File: src/rtl/vga_fill_ctrl.sv
// rtl/vga_fill_ctrl.sv - 80x60 framebuffer write-port owner: CPU direct pixel writes plus a clipped rectangle fill engine
module vga_fill_ctrl #(
  parameter int          FB_W         = 80,
  parameter int          FB_H         = 60,
  parameter logic [31:0] VGA_ADDR_AD  = 32'h11100000,
  parameter logic [31:0] VGA_COLOR_AD = 32'h11140000,
  parameter logic [31:0] FILL_XY_AD   = 32'h11180000,
  parameter logic [31:0] FILL_WH_AD   = 32'h111C0000,
  parameter logic [31:0] FILL_GO_AD   = 32'h11240000,
  parameter logic [31:0] FILL_STAT_AD = 32'h11280000
) (
  input  logic        clk_i,
  input  logic        rst_i,
  input  logic [31:0] iobus_addr_i,
  input  logic [31:0] iobus_out_i,
  input  logic        iobus_wr_i,
  output logic [31:0] io_rd_o,
  output logic        io_hit_o,
  output logic [12:0] fb_wa_o,
  output logic [7:0]  fb_wd_o,
  output logic        fb_we_o,
  output logic        busy_o,
  output logic        done_int_o
);

  typedef enum logic [1:0] {S_IDLE, S_RUN, S_DONE} state_t;

  localparam logic [7:0] FB_W8 = 8'(FB_W);
  localparam logic [7:0] FB_H8 = 8'(FB_H);

  state_t      state_q, state_d;
  logic [12:0] dir_addr_q, dir_addr_d;
  logic [6:0]  cfg_x0_q, cfg_x0_d;
  logic [5:0]  cfg_y0_q, cfg_y0_d;
  logic [6:0]  cfg_w_q, cfg_w_d;
  logic [5:0]  cfg_h_q, cfg_h_d;
  logic [6:0]  x0_q, x0_d;
  logic [7:0]  x_end_q, x_end_d;
  logic [7:0]  y_end_q, y_end_d;
  logic [6:0]  cx_q, cx_d;
  logic [5:0]  cy_q, cy_d;
  logic [7:0]  color_q, color_d;
  logic        done_q, done_d;
  logic        empty_pend_q, empty_pend_d;
  logic [12:0] fb_wa_q, fb_wa_d;
  logic [7:0]  fb_wd_q, fb_wd_d;
  logic        fb_we_q, fb_we_d;

  logic       wr_dir_addr, wr_color, wr_xy, wr_wh, wr_go;
  logic [7:0] x_sum, y_sum, go_x_end, go_y_end;
  logic       go_empty, row_last, col_last;
  logic       unused_bits;

  assign wr_dir_addr = iobus_wr_i && (iobus_addr_i == VGA_ADDR_AD);
  assign wr_color    = iobus_wr_i && (iobus_addr_i == VGA_COLOR_AD);
  assign wr_xy       = iobus_wr_i && (iobus_addr_i == FILL_XY_AD);
  assign wr_wh       = iobus_wr_i && (iobus_addr_i == FILL_WH_AD);
  assign wr_go       = iobus_wr_i && (iobus_addr_i == FILL_GO_AD);
  assign unused_bits = ^iobus_out_i[31:14];

  // Clip against the framebuffer edge; 8-bit sums cannot wrap for 7/6-bit operands.
  assign x_sum    = {1'b0, cfg_x0_q} + {1'b0, cfg_w_q};
  assign y_sum    = {2'b00, cfg_y0_q} + {2'b00, cfg_h_q};
  assign go_x_end = (x_sum > FB_W8) ? FB_W8 : x_sum;
  assign go_y_end = (y_sum > FB_H8) ? FB_H8 : y_sum;
  assign go_empty = (cfg_w_q == 7'd0) || (cfg_h_q == 6'd0) ||
                    ({1'b0, cfg_x0_q} >= FB_W8) || ({2'b00, cfg_y0_q} >= FB_H8);

  assign row_last = ({1'b0, cx_q} == (x_end_q - 8'd1));
  assign col_last = ({2'b00, cy_q} == (y_end_q - 8'd1));

  always_comb begin
    state_d      = state_q;
    dir_addr_d   = dir_addr_q;
    cfg_x0_d     = cfg_x0_q;
    cfg_y0_d     = cfg_y0_q;
    cfg_w_d      = cfg_w_q;
    cfg_h_d      = cfg_h_q;
    x0_d         = x0_q;
    x_end_d      = x_end_q;
    y_end_d      = y_end_q;
    cx_d         = cx_q;
    cy_d         = cy_q;
    color_d      = color_q;
    done_d       = done_q;
    empty_pend_d = empty_pend_q;
    fb_wa_d      = fb_wa_q;
    fb_wd_d      = fb_wd_q;
    fb_we_d      = 1'b0;

    if (wr_dir_addr) dir_addr_d = iobus_out_i[12:0];
    if (wr_xy) begin
      cfg_x0_d = iobus_out_i[6:0];
      cfg_y0_d = iobus_out_i[13:8];
    end
    if (wr_wh) begin
      cfg_w_d = iobus_out_i[6:0];
      cfg_h_d = iobus_out_i[13:8];
    end

    // A CPU pixel write owns the port this cycle; the fill cursor holds.
    if (wr_color) begin
      fb_we_d = 1'b1;
      fb_wa_d = dir_addr_q;
      fb_wd_d = iobus_out_i[7:0];
    end else if (state_q == S_RUN) begin
      fb_we_d = 1'b1;
      fb_wa_d = {cy_q, cx_q};
      fb_wd_d = color_q;
      if (row_last) begin
        cx_d = x0_q;
        cy_d = cy_q + 6'd1;
      end else begin
        cx_d = cx_q + 7'd1;
      end
    end

    case (state_q)
      S_IDLE: begin
        // An empty rect idles one cycle so DONE lands one edge after GO.
        if (empty_pend_q) begin
          empty_pend_d = 1'b0;
          state_d      = S_DONE;
          done_d       = 1'b1;
        end else if (wr_go) begin
          color_d = iobus_out_i[7:0];
          x0_d    = cfg_x0_q;
          x_end_d = go_x_end;
          y_end_d = go_y_end;
          cx_d    = cfg_x0_q;
          cy_d    = cfg_y0_q;
          done_d  = 1'b0;
          if (go_empty) empty_pend_d = 1'b1;
          else          state_d      = S_RUN;
        end
      end
      S_RUN: begin
        if (!wr_color && row_last && col_last) begin
          state_d = S_DONE;
          done_d  = 1'b1;
        end
      end
      S_DONE:  state_d = S_IDLE;
      default: state_d = S_IDLE;
    endcase
  end

  always_ff @(posedge clk_i) begin
    if (rst_i) begin
      state_q      <= S_IDLE;
      dir_addr_q   <= '0;
      cfg_x0_q     <= '0;
      cfg_y0_q     <= '0;
      cfg_w_q      <= '0;
      cfg_h_q      <= '0;
      x0_q         <= '0;
      x_end_q      <= '0;
      y_end_q      <= '0;
      cx_q         <= '0;
      cy_q         <= '0;
      color_q      <= '0;
      done_q       <= 1'b0;
      empty_pend_q <= 1'b0;
      fb_wa_q      <= '0;
      fb_wd_q      <= '0;
      fb_we_q      <= 1'b0;
    end else begin
      state_q      <= state_d;
      dir_addr_q   <= dir_addr_d;
      cfg_x0_q     <= cfg_x0_d;
      cfg_y0_q     <= cfg_y0_d;
      cfg_w_q      <= cfg_w_d;
      cfg_h_q      <= cfg_h_d;
      x0_q         <= x0_d;
      x_end_q      <= x_end_d;
      y_end_q      <= y_end_d;
      cx_q         <= cx_d;
      cy_q         <= cy_d;
      color_q      <= color_d;
      done_q       <= done_d;
      empty_pend_q <= empty_pend_d;
      fb_wa_q      <= fb_wa_d;
      fb_wd_q      <= fb_wd_d;
      fb_we_q      <= fb_we_d;
    end
  end

  assign busy_o     = (state_q != S_IDLE);
  assign done_int_o = (state_q == S_DONE);
  assign fb_wa_o    = fb_wa_q;
  assign fb_wd_o    = fb_wd_q;
  assign fb_we_o    = fb_we_q;
  assign io_hit_o   = (iobus_addr_i == FILL_STAT_AD);
  assign io_rd_o    = io_hit_o ? {30'd0, done_q, busy_o} : 32'd0;

endmodule

File: config.mk
export PLATFORM = sky130hd
export DESIGN_NAME = vga_fill_ctrl
export DESIGN_NICKNAME = d
export VERILOG_FILES = /design/src/rtl/vga_fill_ctrl.sv
export SDC_FILE = /design/constraint.sdc
export NUM_CORES = 1
export LEC_CHECK = 0
export ABC_AREA = 1
export CORE_MARGIN = 2
export CORE_UTILIZATION = 55
export CTS_BUF_LIST = sky130_fd_sc_hd__clkbuf_4 sky130_fd_sc_hd__clkbuf_8
export DETAILED_ROUTE_END_ITERATION = 12
export DONT_BUFFER_PORTS = 1
export PLACE_DENSITY = 0.75
export SLEW_MARGIN = 20
export SYNTH_ARGS = -nofsm -noshare
export SYNTH_HDL_FRONTEND = slang
export SYNTH_SLANG_ARGS = --single-unit
File: constraint.sdc
create_clock -name clk_i -period 2.52 [get_ports clk_i]
set_input_delay 0.126 -clock clk_i [delete_from_list [all_inputs] [get_ports clk_i]]
set_output_delay 0.126 -clock clk_i [all_outputs]
set_load 0.05 [all_outputs]
==> results_dict.tcl <==
set metrics [dict create \
    cts-buffers-inserted 9 \
    hp-start "rst_i" \
    die-area_um2 11800 \
    nets 941 \
    initial_core_util_pct 55.9 \
    vias_per_cell 5.31 \
    ios 124 \
    holdWs_ps 79.4 \
    synthesis.instances 852 \
    r2r_slack_ps 320 \
    cts_tree "yes" \
    ys_ff_latch 108 \
    postCtsSetupBuffers 0 \
    cts_resized 0 \
    max_freq_mhz 455 \
    die_w_um 109 \
    die_h_um 109 \
    cp_max_fo 5 \
    async_flop_share_pct 0 \
    cts.sinks 108 \
    place_ws_ps 362 \
    max_slew.worst_pin.slew_ps 900 \
    first_pass_iters 4 \
    crit_chain "ha_1, inv_1, fa_1, o21ai_0, nand2_1, nand2_1, nand2_1, nand2_1, xor2_1, nand2_1, nand3_1, a21oi_1" \
    skew_ps 18.2 \
    rsz0062_at_grt "false" \
    synth_edf_count 0 \
    hold_path.class "input pin to register" \
    area_growth_pct 6.63 \
    crit_arrival_ps 2460 \
    cpMaxStageDelayCell "fa_1" \
    grt_first_pass_wirelength_mm 24.2 \
    slew_viol_final 0 \
    fin_setup_tns_ps 0 \
    cpPeakStageDelay_ps 390 \
    maxCapViolations 0 \
    post-route-min-period_ps 2200 \
    io_buffers 0 \
    end_kind "register" \
    power.leakage_nw 2.87 \
    crit_family "adder cells" \
    vdd_ir_drop_max_v 0.000773 \
    setup_violations 0 \
    grt_start_max_net_pins 60 \
    ant_nets 0 \
    stdcell_area_um2 6440 \
    gp_congestion 0.937 \
    avgSynthCellArea_um2 7.09 \
    grt_usage_pct 26.2 \
    cts.clk_slew.worst_paths_ps 100 \
    ys_warn_count 0 \
    slew_headroom_pct 39.8 \
    ys_seq_area_share_pct 35.8 \
    htreeDepth 3 \
    cp_common_cell "nand2_1" \
    drt_iter0_drc 259 \
    insertion_delay_ps 400 \
    synth_cell_types 47 \
    drive_above_1_share_pct 6.98 \
    critPathBufInv 1 \
    core_area_um2 10800 \
    finalCritPeriodShare_pct 87.3 \
    syn-cell-area_um2 6040 \
    wire_per_inst_um 14.6 \
    wl_mm 14.6 \
    grt_remaining_overflow 0 \
    antenna_found_initial 0 \
    worstReg2RegStart "cfg_x0_q[0]" \
    worstRegToRegCells 12 \
    critPathLaunchType "register" \
    grt_pass1_vias 4987 \
    vias 5305 \
    min_to "cx_q[0]" \
    ys.flop_type "dfxtp_1" \
    run_status "finished clean" \
    worstSetupPathType "register to register" \
    nFillCells 1023 \
    r2r-end "x_end_q[2]" \
    placed_area_um2 6020 \
    hold_viol 0 \
    powerDensity_nw_per_um2 493 \
    clk_path_buf_depth 2 \
    layout_setup_ws_ps 320 \
    rows 38 \
    hpwl_mm 10.7 \
    holdBufCountCts 15 \
    antennaDiodeCount 0 \
    min_path_cells 2 \
    cts_root_buf "clkbuf_8" \
    cp.required_ps 2780 \
    drc_errors 0 \
]
==> layer usage <==
metal | up-vias | track usage [%] | wire length, µm
li1 | 2699 | - | -
met1 | 2451 | 33.1 | 6660
met2 | 132 | 45.0 | 7130
met3 | 23 | 5.80 | 611
met4 | 0 | 7.33 | 235
met5 | - | 0 | 0
==> sequential cells by signal (all words and copies together), names as in the netlist, 7 cells and up <==
register	flops
dir_addr_q	13
fb_wa_o	13
color_q	8
fb_wd_o	8
x_end_q	8
cfg_w_q	7
cfg_x0_q	7
cx_q	7
x0_q	7
y_end_q	7
==> cells in the mapped netlist (3+ instances only) <==
cell | n | share of area (%)
buf_2 | 16 | 1.3
nand2_2 | 6 | 0.62
nand3b_1 | 3 | 0.37
xor2_1 | 17 | 2.5
nor2_2 | 7 | 0.73
a211oi_1 | 39 | 4.8
nand2_1 | 176 | 11
xnor2_1 | 5 | 0.73
nor4_1 | 3 | 0.31
nand3_1 | 41 | 3.4
a21oi_1 | 43 | 3.6
o221ai_1 | 8 | 1.2
a31oi_1 | 6 | 0.62
clkbuf_1 | 13 | 0.81
buf_4 | 32 | 4.0
nor2_1 | 90 | 5.6
nand3_2 | 5 | 0.83
nand4_1 | 10 | 1.0
ha_1 | 17 | 3.5
o211ai_1 | 9 | 1.1
nor2_4 | 4 | 0.75
nor3_1 | 5 | 0.41
inv_1 | 128 | 8.0
and3_1 | 3 | 0.31
dfxtp_1 | 108 | 36
o21ai_0 | 33 | 2.7
==> power by group <==
part	leakage [nW]	total (mW)	switching, mW	internal [mW]
sequential	0.869	1.71	0.000000000518	1.71
clock	0.123	1.28	0.614	0.668
combinational	1.88	0.186	0.155	0.0314
total	2.87	3.17	0.769	2.40
==> logic make-up after synthesis <==
group / synth area share (%)
xor gates and xnor gates: 3.73
adders and majority gates: 4.19
buffers and inverters: 14.8
other: 0.0621
DFF: 35.8
and+or+nand+nor: 26.3
AOI/OAI and AO/OA: 15.1
==> worst register-to-register path: stages, from the launching register on <==
cell and delay [ps]:
dfxtp_1 380, ha_1 180, inv_1 50, fa_1 390
o21ai_0 290, nand2_1 80, nand2_1 70, nand2_1 50
nand2_1 70, xor2_1 180, nand2_1 150, nand3_1 100
a21oi_1 70
==> cells in the final DEF, fill, tap and decap left out, types with 3 or more instances in the layout <==
cell / netlist / final
nand2_1: 176 / 176
inv_1: 128 / 128
dfxtp_1: 108 / 108
nor2_1: 90 / 90
a21oi_1: 43 / 43
nand3_1: 41 / 41
a211oi_1: 39 / 39
o21ai_0: 33 / 33
conb_1: 1 / 30
xor2_1: 17 / 17
ha_1: 17 / 17
dlygate4sd3_1: 0 / 14
buf_4: 32 / 12
nand4_1: 10 / 10
o211ai_1: 9 / 9
clkbuf_8: 0 / 9
o221ai_1: 8 / 8
nor2_2: 7 / 7
a31oi_1: 6 / 6
nand2_2: 6 / 6
nand3_2: 5 / 5
nor3_1: 5 / 5
xnor2_1: 5 / 5
nor2_4: 4 / 4
and3_1: 3 / 3
nand3b_1: 3 / 3
bufinv_16: 0 / 3
==> cell type report <==
cell class	instances	area (µm²)	area share, %
clock buffers	9	124	1.92
clock inverters	6	124	1.92
inverters	131	497	7.72
multi-input cells	578	3100	48.1
flip-flops and latches	108	2160	33.6
well taps	140	175	2.72
repair buffers	27	258	4.00
==> worst max-delay path by stage <==
stage	start	end	cells past startpoint
floorplan	iobus_addr_i[25]	io_rd_o[0]	7
global placement	cfg_x0_q[0]	x_end_q[2]	12
detailed placement	x_end_q[0]	cy_q[2]	15
CTS	cfg_x0_q[0]	x_end_q[5]	14
global route	cfg_x0_q[2]	x_end_q[5]	10
finish	cfg_x0_q[0]	x_end_q[2]	12
==> through the flow <==
step	utilization (%)	cells	power, mW
finish	59.6	999	3.17
floorplan	-	881	1.93
global placement	55.8	969	1.89
detailed placement	55.8	969	1.89
global route	59.6	999	3.30
CTS	59.6	999	3.21
Power figures use the tool's default switching activity.
